### config.mk
export PLATFORM = sky130hd
export DESIGN_NAME = fsm_stim_sequencer_flat
export DESIGN_NICKNAME = d
export VERILOG_FILES = /design/src/rtl/fsm_stim_sequencer_if.sv /design/src/rtl/fsm_stim_sequencer.sv /design/src/flat_wrapper.sv
export SDC_FILE = /design/constraint.sdc
export NUM_CORES = 1
export LEC_CHECK = 0
export ABC_AREA = 1
export CORE_UTILIZATION = 41
export DETAILED_ROUTE_END_ITERATION = 8
export DONT_BUFFER_PORTS = 1
export HOLD_SLACK_MARGIN = 0.1
export MAX_ROUTING_LAYER = met4
export SLEW_MARGIN = 15
export SYNTH_ARGS = -nofsm -noshare
export SYNTH_HDL_FRONTEND = slang
export SYNTH_SLANG_ARGS = --single-unit
### constraint.sdc
create_clock -name clk -period 6.1 [get_ports clk]
set_input_delay 1.22 -clock clk [delete_from_list [all_inputs] [get_ports clk]]
set_output_delay 1.22 -clock clk [all_outputs]
set_load 0.1 [all_outputs]
### src/rtl/fsm_stim_sequencer_if.sv
// Purpose: bundles the control, table-write, observe and stimulus signals of
//          fsm_stim_sequencer. master = controller/bench side, slave = sequencer.
// Ports:   start/abort/wr_en/wr_addr/wr_data/d/e/f toward the sequencer;
//          a/b/c/busy/done/timeout/step back from it.
interface fsm_stim_sequencer_if #(
  parameter int Depth = 8,
  parameter int CntW  = 8
);
  localparam int PcW = $clog2(Depth);

  logic              start;
  logic              abort;
  logic              wr_en;
  logic [PcW-1:0]    wr_addr;
  logic [CntW+4:0]   wr_data;   // {op[1:0], sel[2:0], count[CntW-1:0]}
  logic              d;
  logic              e;
  logic              f;
  logic              a;
  logic              b;
  logic              c;
  logic              busy;
  logic              done;
  logic              timeout;
  logic [PcW-1:0]    step;

  modport master (
    output start, abort, wr_en, wr_addr, wr_data, d, e, f,
    input  a, b, c, busy, done, timeout, step
  );

  modport slave (
    input  start, abort, wr_en, wr_addr, wr_data, d, e, f,
    output a, b, c, busy, done, timeout, step
  );
endinterface

### src/rtl/fsm_stim_sequencer.sv
// Purpose: programmable stimulus sequencer; runs a small WAIT/DELAY/DRIVE/END
//          table, drives A/B/C pulses and watches D/E/F conditions.
// Latency: start -> FETCH next cycle; each instruction is preceded by a 1-cycle
//          FETCH; DRIVE outputs rise one cycle after the DRIVE state is entered.
// Backpressure: none; WAIT stalls on D/E/F and aborts after TimeoutCycles.
// Ports:   clk, rst (async, active-high); bus = fsm_stim_sequencer_if.slave.
module fsm_stim_sequencer #(
  parameter int Depth         = 8,
  parameter int CntW          = 8,
  parameter int TimeoutCycles = 255
) (
  input logic                 clk,
  input logic                 rst,
  fsm_stim_sequencer_if.slave bus
);

  localparam int              PcW         = $clog2(Depth);
  localparam int              InsW        = CntW + 5;
  localparam logic [1:0]      OpWait      = 2'b00;
  localparam logic [1:0]      OpDelay     = 2'b01;
  localparam logic [1:0]      OpDrive     = 2'b10;
  localparam logic [1:0]      OpEnd       = 2'b11;
  localparam logic [15:0]     TimeoutLast = 16'(TimeoutCycles - 1);
  localparam logic [PcW-1:0]  PcLast      = PcW'(Depth - 1);

  typedef enum logic [2:0] {
    S_IDLE,
    S_FETCH,
    S_WAIT,
    S_DELAY,
    S_DRIVE,
    S_HALT
  } state_t;

  state_t            state_q, state_n;
  logic [PcW-1:0]    pc_q, pc_n;
  logic [CntW-1:0]   cnt_q, cnt_n;
  logic [15:0]       tcnt_q, tcnt_n;
  logic [2:0]        sel_q, sel_n;
  logic [2:0]        drv_q, drv_n;
  logic              busy_q, busy_n;
  logic              done_q, done_n;
  logic              timeout_q, timeout_n;
  logic              wrap_q, wrap_n;   // last entry finished without END
  logic              adv;

  logic [InsW-1:0]   table_q [Depth];
  logic [InsW-1:0]   instr;
  logic [1:0]        op;
  logic [2:0]        isel;
  logic [CntW-1:0]   icnt;
  logic [2:0]        obs;

  assign instr = table_q[pc_q];
  assign op    = instr[CntW+4:CntW+3];
  assign isel  = instr[CntW+2:CntW];
  assign icnt  = instr[CntW-1:0];
  assign obs   = {bus.d, bus.e, bus.f};

  // Writes are only accepted while no program runs, so the table is stable
  // for the whole of a run.
  always_ff @(posedge clk or posedge rst) begin
    if (rst) begin
      for (int i = 0; i < Depth; i++) begin
        table_q[i] <= {OpEnd, 3'b000, {CntW{1'b0}}};
      end
    end else if (bus.wr_en && !busy_q) begin
      table_q[bus.wr_addr] <= bus.wr_data;
    end
  end

  always_ff @(posedge clk or posedge rst) begin
    if (rst) begin
      state_q   <= S_IDLE;
      pc_q      <= '0;
      cnt_q     <= '0;
      tcnt_q    <= '0;
      sel_q     <= '0;
      drv_q     <= '0;
      busy_q    <= 1'b0;
      done_q    <= 1'b0;
      timeout_q <= 1'b0;
      wrap_q    <= 1'b0;
    end else begin
      state_q   <= state_n;
      pc_q      <= pc_n;
      cnt_q     <= cnt_n;
      tcnt_q    <= tcnt_n;
      sel_q     <= sel_n;
      drv_q     <= drv_n;
      busy_q    <= busy_n;
      done_q    <= done_n;
      timeout_q <= timeout_n;
      wrap_q    <= wrap_n;
    end
  end

  always_comb begin
    state_n   = state_q;
    pc_n      = pc_q;
    cnt_n     = cnt_q;
    tcnt_n    = tcnt_q;
    sel_n     = sel_q;
    drv_n     = drv_q;
    busy_n    = busy_q;
    done_n    = 1'b0;
    timeout_n = timeout_q;
    wrap_n    = wrap_q;
    adv       = 1'b0;

    case (state_q)
      S_IDLE, S_HALT: begin
        if (bus.start) begin
          state_n   = S_FETCH;
          pc_n      = '0;
          busy_n    = 1'b1;
          timeout_n = 1'b0;
          wrap_n    = 1'b0;
        end
      end
      S_FETCH: begin
        if (wrap_q || op == OpEnd) begin
          state_n = S_HALT;
          busy_n  = 1'b0;
          done_n  = 1'b1;
          wrap_n  = 1'b0;
        end else if (op == OpWait) begin
          state_n = S_WAIT;
          sel_n   = isel;
          tcnt_n  = '0;
        end else if (op == OpDelay) begin
          // A zero delay skips straight to the next FETCH.
          if (icnt == '0) begin
            adv = 1'b1;
          end else begin
            state_n = S_DELAY;
            cnt_n   = icnt;
          end
        end else begin
          // cnt holds the number of high cycles still to drive.
          state_n = S_DRIVE;
          sel_n   = isel;
          cnt_n   = (icnt == '0) ? CntW'(1) : icnt;
        end
      end
      S_WAIT: begin
        if ((obs & sel_q) == sel_q) begin
          adv = 1'b1;
        end else if (tcnt_q == TimeoutLast) begin
          state_n   = S_HALT;
          busy_n    = 1'b0;
          timeout_n = 1'b1;
        end else begin
          tcnt_n = tcnt_q + 16'd1;
        end
      end
      S_DELAY: begin
        if (cnt_q == CntW'(1)) begin
          adv = 1'b1;
        end else begin
          cnt_n = cnt_q - CntW'(1);
        end
      end
      S_DRIVE: begin
        if (cnt_q == '0) begin
          drv_n = 3'b000;
          adv   = 1'b1;
        end else begin
          drv_n = sel_q;
          cnt_n = cnt_q - CntW'(1);
        end
      end
      default: state_n = S_IDLE;
    endcase

    // Instruction complete: the last entry holds its PC and lets the next
    // FETCH behave as an END instead of wrapping.
    if (adv) begin
      state_n = S_FETCH;
      if (pc_q == PcLast) begin
        wrap_n = 1'b1;
      end else begin
        pc_n = pc_q + PcW'(1);
      end
    end

    if (bus.abort) begin
      state_n   = S_IDLE;
      pc_n      = '0;
      cnt_n     = '0;
      tcnt_n    = '0;
      drv_n     = 3'b000;
      busy_n    = 1'b0;
      done_n    = 1'b0;
      timeout_n = timeout_q;
      wrap_n    = 1'b0;
    end
  end

  assign {bus.a, bus.b, bus.c} = drv_q;
  assign bus.busy              = busy_q;
  assign bus.done              = done_q;
  assign bus.timeout           = timeout_q;
  assign bus.step              = pc_q;

endmodule

### src/flat_wrapper.sv
// flat-port wrapper written by rule: the top's interface ports become plain ports
module fsm_stim_sequencer_flat 
#(
  parameter int Depth         = 8,
  parameter int CntW          = 8,
  parameter int TimeoutCycles = 255
)
  (clk, rst, bus_start, bus_abort, bus_wr_en, bus_wr_addr, bus_wr_data, bus_d, bus_e, bus_f, bus_a, bus_b, bus_c, bus_busy, bus_done, bus_timeout, bus_step);
  fsm_stim_sequencer_if #(.Depth(Depth), .CntW(CntW)) bus_i ();
  input logic clk;
  input logic rst;
  input wire logic [$bits(bus_i.start)-1:0] bus_start;
  input wire logic [$bits(bus_i.abort)-1:0] bus_abort;
  input wire logic [$bits(bus_i.wr_en)-1:0] bus_wr_en;
  input wire logic [$bits(bus_i.wr_addr)-1:0] bus_wr_addr;
  input wire logic [$bits(bus_i.wr_data)-1:0] bus_wr_data;
  input wire logic [$bits(bus_i.d)-1:0] bus_d;
  input wire logic [$bits(bus_i.e)-1:0] bus_e;
  input wire logic [$bits(bus_i.f)-1:0] bus_f;
  output wire logic [$bits(bus_i.a)-1:0] bus_a;
  output wire logic [$bits(bus_i.b)-1:0] bus_b;
  output wire logic [$bits(bus_i.c)-1:0] bus_c;
  output wire logic [$bits(bus_i.busy)-1:0] bus_busy;
  output wire logic [$bits(bus_i.done)-1:0] bus_done;
  output wire logic [$bits(bus_i.timeout)-1:0] bus_timeout;
  output wire logic [$bits(bus_i.step)-1:0] bus_step;
  assign bus_i.start = bus_start;
  assign bus_i.abort = bus_abort;
  assign bus_i.wr_en = bus_wr_en;
  assign bus_i.wr_addr = bus_wr_addr;
  assign bus_i.wr_data = bus_wr_data;
  assign bus_i.d = bus_d;
  assign bus_i.e = bus_e;
  assign bus_i.f = bus_f;
  assign bus_a = bus_i.a;
  assign bus_b = bus_i.b;
  assign bus_c = bus_i.c;
  assign bus_busy = bus_i.busy;
  assign bus_done = bus_i.done;
  assign bus_timeout = bus_i.timeout;
  assign bus_step = bus_i.step;
  fsm_stim_sequencer #(.Depth(Depth), .CntW(CntW), .TimeoutCycles(TimeoutCycles)) u_core (.clk(clk), .rst(rst), .bus(bus_i));
endmodule
; ---- Word level (Yosys, flattened, before mapping)
; Cells that the tools add are included.
[word_totals]
ff_bits = 144
in_bits = 24
out_inout_bits = 9
word_cells = 149
[op_classes]
add_sub_neg = 3
order_cmp = 3
n_eq_ne = 31
mux = 68
n_bitwise = 5
n_reduce_logical = 21
[ops]
columns = operator, count
row1 = 104-bit bitwise mux, 1
row2 = 16-bit two-way mux, 5
row3 = 8-bit two-way mux, 8
row4 = 3-bit two-way mux, 19
row5 = 13-bit binary-select mux with 3-bit select, 1
row6 = 13-bit demux with 3-bit select, 1
row7 = 13-bit two-way mux, 3
row8 = 16-bit case mux with 2 select lines, 1
row9 = 8-bit case mux with 3 select lines, 1
row10 = 1-bit two-way mux, 23
row11 = 3-bit inequality test (second input constant), 7
row12 = 5-bit AND reduction, 4
row13 = 16-bit by 1-bit adder with 16-bit output (second input constant), 1
row14 = 16-bit by 8-bit equality test with 1-bit output (second input constant), 1
row15 = 8-bit logical NOT, 2
row16 = 3-bit case mux with 4 select lines, 1
row17 = 3-bit equality test (second input constant), 3
row18 = 3-bit by 2-bit inequality test with 1-bit output (second input constant), 3
row19 = 8-bit by 1-bit equality test with 1-bit output (second input constant), 1
row20 = 4-bit >= comparator (second input constant), 2
row21 = 4-bit by 3-bit inequality test with 1-bit output (second input constant), 2
row22 = 3-bit inverter with 4-bit output, 2
row23 = 4-bit nonzero test, 2
row24 = 8-bit by 1-bit subtractor with 8-bit output (second input constant), 1
row25 = other kinds (28), 36

; ---- Longest topological paths before layout
; Gate-level depths: netlist (run 1).
[logic_depth]
ltp_word = 12
ltp_mapped = 17
depth_no_buf = 16

; ---- Worst setup path after synthesis (run 1)
; Ideal clock, no wire load.
[synth_path]
path_type = input-to-reg
start = input port bus_abort
end = register u_core.cnt_q[0]
setup_time_ns = 0.065
arrival_ns = 2.430
required_ns = 6.035
setup_slack_ns = 3.605
cell_stages = 8
path_buffers = 2
path_cell_list = buf_2 -> clkinv_1 -> a21oi_1 -> nand3_4 -> nor2_4 -> buf_8 -> nand3_2 -> nand2_1
[synth_via]
elab_chain_cells = 2
elab_cells_between_ends = 8
cone_classes = 5 x eq/ne / 1 x mux / 2 x reduce/logical
[synth_lines]
columns = element, line
row1 = "start, declared", flat_wrapper.sv:13  ; input wire logic [$bits(bus_i.abort)-1:0] bus_abort;
row2 = "4-bit inequality test (no source line), or another cell as far along", n/a
row3 = 6-bit AND reduction (no source line), n/a
row4 = "end signal, assigned", fsm_stim_sequencer.sv:87  ; cnt_q <= cnt_n;
row5 = "end, declared", fsm_stim_sequencer.sv:37  ; logic [CntW-1:0] cnt_q, cnt_n;
; Several ways; a longest one is shown, not always the timed one.
; A chain may end at the register's enable or synchronous reset.

; ---- Worst setup path after layout (run 1)
[layout_path]
start = register u_core.pc_q[0] (netlist: u_core.bus.step[0])
end = register u_core.cnt_q[4]
[layout_via]
elab_chain_cells = 11
elab_cells_between_ends = 20
cone_classes = 5 x eq/ne / 10 x mux / 1 x bitwise / 4 x reduce/logical
[layout_lines]
columns = element, line
row1 = "start, declared", fsm_stim_sequencer.sv:36  ; logic [PcW-1:0] pc_q, pc_n;
row2 = "start signal, assigned", fsm_stim_sequencer.sv:86  ; pc_q <= pc_n;
row3 = 3-bit inverter with 4-bit output (implied by the code) *, fsm_stim_sequencer.sv:54  ; assign instr = table_q[pc_q];
row4 = 13-bit binary-select mux with 3-bit select *, fsm_stim_sequencer.sv:54
row5 = 13-bit two-way mux (implied by the code) * (2 in a row), fsm_stim_sequencer.sv:54
row6 = 8-bit logical NOT, "fsm_stim_sequencer.sv:133, fsm_stim_sequencer.sv:143"
row7 = 8-bit two-way mux, fsm_stim_sequencer.sv:143  ; cnt_n = (icnt == '0) ? CntW'(1) : icnt;
row8 = 8-bit two-way mux, fsm_stim_sequencer.sv:131  ; end else if (op == OpDelay) begin
row9 = 8-bit two-way mux, fsm_stim_sequencer.sv:127  ; end else if (op == OpWait) begin
row10 = 8-bit two-way mux, fsm_stim_sequencer.sv:122  ; if (wrap_q || op == OpEnd) begin
row11 = 8-bit case mux with 3 select lines, fsm_stim_sequencer.sv:111  ; case (state_q)
row12 = 8-bit two-way mux, fsm_stim_sequencer.sv:187  ; if (bus.abort) begin
; Mark *: on every way between the ends. The rest lies on a longest branch, timed or not. The select of a mux whose other input is x is not followed.

==> results.cfg, run 1 <==
[run_status]
status = complete, no violations

[grt]
track_usage_pct = 21.68
antenna_found_initial = 0
grt_pass1_wl_mm = 32.54
grt_max_degree = 104
gr-total-overflow = 0
grt_pass1_vias = 6233

[worst_setup_path]
crit_path_end_kind = flip-flop
slowest_stage = dfrtp_4
arrival_ps = 3310
path_max_fanout = 63
worstPathCellList = inv_6 > nand2_1 > nand3_1 > nand2_1 > nand2_1 > nand2_1 > inv_1 > nand2_1 > nor2_2 > nand3_2 > nor2_4 > nor2_4 > nand2_1 > o21ai_2
cp.required_ps = 6460
path_common_cell = nand2_1
worst_setup_path_start_kind = flip-flop
worst-setup-path-type = flip-flop to flip-flop
slowest_delay_ps = 1100

[synthesis]
syn_nets = 1100
yosysTopAreaCell = dfrtp_1
synth_compound_area_share_pct = 13.43
synthTopCellsByCount = 329 x nand2_1, 141 x o21ai_0, 128 x dfrtp_1, 128 x inv_1, 74 x nor2_1
synth_top_area_share_pct = 40.37
synth_xor_area_share_pct = 1.435
muxShareOfSynthArea_pct = 0
synth-simple-area-share_pct = 28.29
synth-async-reset-ratio_pct = 100.0
synth.most_common_cell = nand2_1
synth.distinct_cells = 41
netlist_top_cells_area = dfrtp_1 40%, nand2_1 16%, o21ai_0 8.9%, inv_1 6.1%, dfstp_2 5.3%
syn_area_um2 = 7935
synth_top_family_by_area = simple AND/OR/NAND/NOR gates
synth_cells = 1069
yosys_most_used_dff = dfrtp_1
avgSynthCellArea_um2 = 7.423
ys_warn_count = 0
ys_seq_area_share_pct = 45.66
ys_seq_elements = 144
synth_edf_count = 0
synthAdderAreaFrac_pct = 1.104

[drt]
dr_total_vias = 6514
drc = 0
ant_nets = 0
drt_pass1_iterations = 5
routed_wl_mm = 19.41
post_drt_wl_per_cell_um = 14.70
routed_via_density = 4.935
drt_iter0_drc = 408

[sta]
relSlewSlack_pct = 32.54
rsz0062_at_grt = false
finalHoldViolations = 0
tns_ps = 0
clock_skew_ps = 8.919
finalSetupViolCount = 0
fin_crit_sh_pct = 48.39
tightest_slew_ps = 1012
max_freq_ghz = 0.3388
final_max_slew_viol_count = 0
finalCriticalPeriod_ps = 2952

[clocking]
cts_hold_buffers = 0
clk_pin_slew_ps = 60
cts-root-to-sink-buffers = 2
cts_buffers = 17
cts_resized = 0
clock_sinks = 144
clock_latency_ps = 440
cts_max_level = 4
post-cts-setup-buffer-count = 0
cts_tree = yes
root_buffer = clkbuf_16

[power_and_ir_drop]
p_leak_uw = 0.004189
p_seq_share_pct = 38.4
p_sw_share_pct = 42.15
internal_power_uw = 2399
p_switching_uw = 1748
peakVddDrop_uv = 197.1
cellPowerDensity_nw_per_um2 = 480.4
p_comb_share_pct = 36.0
power_frac_clock_pct = 25.6

[die]
die_w_um = 141.1
die_h_um = 141.1
initial_core_util_pct = 42.14
coreArea_um2 = 18830
io_pins = 33
num_rows = 50
dieArea_um2 = 19910

[layout]
drive_gt1_share_pct = 10.85
antenna_cells = 0
n_fill_cell = 1940
area_growth_pct = 8.767
final_cell_count_no_fill = 1320
layout.nets = 1078

[placement]
gp_congestion = 0.8598
port_buffers = 0
dp_hpwl_mm = 12.73
place_inst = 1288

[worst_hold_path]
min_path_type = flip-flop to flip-flop

[job]
maxCapViolCount = 0
[critical path: cells and delay by family, from the launching register on]
| family | cells | cell delay, ps |
|---|---|---|
| compound gates | 1 | 70 |
| buf+inv | 2 | 410 |
| flops | 1 | 1100 |
| simple gates | 11 | 1240 |
[area by class of cell]
cell class,instances,area [um^2],share of cell area [%]
Sequential cell,144,3630,42.06
Tap cell,260,325.3,3.769
Timing Repair Buffer,3,22.52,0.2609
Multi-Input combinational cell,740,3515,40.72
Clock buffer,18,439.2,5.088
Clock inverter,14,157.7,1.827
Inverter,141,541.8,6.277
[placed cells by master (no fill, tap or decap), types with 2 or more instances in the layout]
cell type	n
clkbuf_16	17
nand2_1	329
dfrtp_2	2
nor3_1	14
nand2_4	2
dfstp_2	16
inv_1	127
nor2_4	2
o21ai_1	8
inv_8	2
o31ai_1	3
bufinv_16	2
buf_4	3
o21ai_0	141
nand2_2	8
clkinv_4	5
o22ai_1	9
nand3_1	71
o21ai_2	17
nor2_2	11
inv_6	3
xor2_1	12
dfrtp_1	125
ha_1	7
nor2_1	73
nand3_2	4
a211oi_1	2
clkinv_2	3
nand4_1	4
a21oi_1	14
inv_2	10
[metrics by stage]
step	power [uW]	worst slack (ps)	hold WS (ps)	utilization, %	instance area, um^2
after floorplan	2801	1040	447.8	-	7935
after global placement	3082	3119	461.2	42.66	8034
after detailed placement	3098	3071	470.1	42.66	8034
after CTS	4174	3143	485.6	45.83	8631
after global routing	4495	2874	502.4	45.83	8631
final	4146	3148	482.8	45.83	8631
[flip-flops by register name, indices dropped and copies added (netlist names)]
register,flops
u_core.sel_q,3
u_core.wrap_q,1
u_core.bus.busy,1
u_core.bus.step,3
u_core.cnt_q,8
u_core.state_q,3
u_core.bus.done,1
u_core.tcnt_q,16
u_core.table_q,104
u_core.bus.timeout,1
u_core.drv_q,3
[final timing paths]
check	from	to	slack, ps	cells past startpoint
worst max-delay path	u_core.bus.step[0]	u_core.cnt_q[4]	3150	14
worst min-delay path	u_core.table_q[41]	u_core.table_q[41]	480	2
worst max register to register	u_core.bus.step[0]	u_core.cnt_q[4]	3150	14
worst min register to register	u_core.table_q[41]	u_core.table_q[41]	480	2
max in group asynchronous	rst	u_core.table_q[50]	4110	2
min in group asynchronous	rst	u_core.cnt_q[7]	870	1
[kinds of logic (layout without fill, tap and decap cells)]
logic type      Yosys count  in the layout
compound gates          195            195
xor+xnor                 13             13
fa+ha+maj                 7              7
buf+inv                 185            176
flops                   144            144
simple gates            525            525
[power groups by stage]
stage | Sequential [uW] | Clock, uW | Combinational (uW)
floorplan | 1520 | 0 | 1280
global placement | 1600 | 0 | 1480
detailed placement | 1600 | 0 | 1500
CTS | 1590 | 1080 | 1500
global route | 1630 | 1120 | 1740
finish | 1590 | 1060 | 1490
[metal layers]
| layer | up-vias | share of wire, % | track usage [%] |
|---|---|---|---|
| li1 | 3325 | - | - |
| met1 | 3071 | 48 | 28.75 |
| met2 | 101 | 46 | 33.53 |
| met3 | 17 | 4.1 | 4.789 |
| met4 | 0 | 0.99 | 5.492 |
| met5 | - | 0 | - |
Power figures use the tool's default switching activity.
==> run 2, diff against run 1 <==
==> constraint.sdc (replaced) <==
create_clock -name clk -period 3.03 [get_ports clk]
set_input_delay 0.606 -clock clk [delete_from_list [all_inputs] [get_ports clk]]
set_output_delay 0.606 -clock clk [all_outputs]
set_load 0.1 [all_outputs]
==> run 2 against run 1 <==
Count of clock-buffer cells in the layout is 3 higher. Sequential power is 88% higher. Global-route usage is 0.12 points lower. Largest cell class unchanged.
==> results.cfg, run 2 (synthesis results as in run 1) <==
[layout]
layout.nets = 1095
antenna_cells = 0
drive_gt1_share_pct = 12.08
top_register = u_core.table_q
final_cell_mix = 329 x nand2_1, 141 x o21ai_0, 127 x inv_1, 125 x dfrtp_1, 73 x nor2_1
final_cell_area_um2 = 8815
area_growth_pct = 11.08
reg.largest.list = u_core.table_q: 104 flops, u_core.tcnt_q: 16 flops, u_core.cnt_q: 8 flops
largest_reg_flops = 104
layout_commonest_cell = nand2_1

[placement]
gp_congestion = 0.8783
port_buffers = 0
dp_hpwl_mm = 12.89
placed_cell_area_um2 = 8185

[drt]
drt_pass1_iterations = 5
routed_via_density = 4.927
routed_wl_mm = 19.18
drt_iter0_drc = 370
dr_total_vias = 6582
drc = 0
ant_nets = 0
post_drt_wl_per_cell_um = 14.36

[clocking]
root_buffer = clkbuf_16
cts_tree = yes
cts_buffers = 17
post-cts-setup-buffer-count = 0
cts_resized = 0
cts-root-to-sink-buffers = 2
cts_max_level = 4
clk_pin_slew_ps = 60
clock_sinks = 144
cts_hold_buffers = 0
clock_latency_ps = 420

[worst_setup_path]
path_max_fanout = 27
arrival_ps = 2760
crit_path_end_kind = flip-flop
cp.required_ps = 3380
worst-setup-path-type = flip-flop to flip-flop
worst_setup_path_start_kind = flip-flop
r2r_setup_slack_ps = 620

[grt]
gr-total-overflow = 0
grt_pass1_wl_mm = 32.57
grt_pass1_vias = 6243
track_usage_pct = 21.56
antenna_found_initial = 0
grt_max_degree = 52

[die]
num_rows = 50
die_h_um = 141.1
dieArea_um2 = 19910
io_pins = 33
initial_core_util_pct = 42.14
coreArea_um2 = 18830
die_w_um = 141.1

[power_and_ir_drop]
p_comb_share_pct = 38.6
p_switching_uw = 3452
internal_power_uw = 5074
p_leak_uw = 0.004288
p_seq_share_pct = 35.1
p_sw_share_pct = 40.49
cellPowerDensity_nw_per_um2 = 967.3
peakVddDrop_uv = 406.8
power_frac_clock_pct = 26.3

[sta]
rsz0062_at_grt = false
fin_hold_ws_ps = 230.6
max_freq_ghz = 0.4145
final_max_slew_viol_count = 0
relSlewSlack_pct = 36.55
tightest_slew_ps = 951.7
clock_skew_ps = 8.636
finalHoldViolations = 0
fin_crit_sh_pct = 79.62
tns_ps = 0
finalCriticalPeriod_ps = 2412
finalSetupViolCount = 0

[run_status]
status = complete, no violations

[job]
maxCapViolCount = 0

[worst_hold_path]
min_path_type = primary input to asynchronous set/reset pin
## run 2: final cells by class
| type | instances | area [um^2] |
|---|---|---|
| Tap cell | 260 | 325.3 |
| Clock buffer | 21 | 470.5 |
| Fill cell | 1880 | 10020 |
| Inverter | 141 | 540.5 |
| Multi-Input combinational cell | 740 | 3515 |
| Sequential cell | 144 | 3630 |
| Clock inverter | 10 | 158.9 |
| Timing Repair Buffer | 20 | 175.2 |
## run 2: power groups by stage
stage               clock, uW  sequential (uW)  combinational, uW
CTS                      2280             2990               3310
detailed placement          0             3020               3280
global placement            0             3010               3250
global route             2370             3070               3810
finish                   2240             2990               3290
floorplan                   0             3050               2590
## run 2: critical path, stage by stage (launching register included)
cell and delay, ps:
dfrtp_4 620, buf_4 350, nand2_1 90, nand3_1 90, nand2_1 60, nand2_1 90
nand2_2 80, nand2_2 70, nand2_2 70, nand2_4 100, nand3_4 100, nor2_4 390
nand2_1 130, o21ai_2 70
## run 2: path summary, 6_finish.rpt
path / from / endpoint / depth (start not counted)
worst max-delay path: u_core.bus.step[0] / u_core.cnt_q[4] / 13
worst min-delay path: rst / u_core.table_q[27] / 1
worst max register to register: u_core.bus.step[0] / u_core.cnt_q[4] / 13
worst min register to register: u_core.table_q[45] / u_core.table_q[45] / 2
max in group asynchronous: rst / u_core.table_q[24] / 2
min in group clk: bus_abort / u_core.wrap_q / 1
## run 2: layer usage
layer / vias to the layer above / track usage, % / wire length, um
li1: 3374 / - / -
met1: 3085 / 28.60 / 9132
met2: 103 / 33.79 / 9067
met3: 20 / 4.042 / 725
met4: 0 / 5.664 / 257
met5: - / - / 0
## run 2: stage by stage
step	util, %	cells	power [uW]	worst slack [ps]
6_report	46.81	1336	8526	617.6
5_1_grt	46.81	1336	9247	243.8
4_1_cts	46.81	1336	8582	613.8
3_5_place_dp	43.47	1305	6303	628.9
3_3_place_gp	43.47	1305	6258	695.4
2_1_floorplan	-	1069	5639	560.5
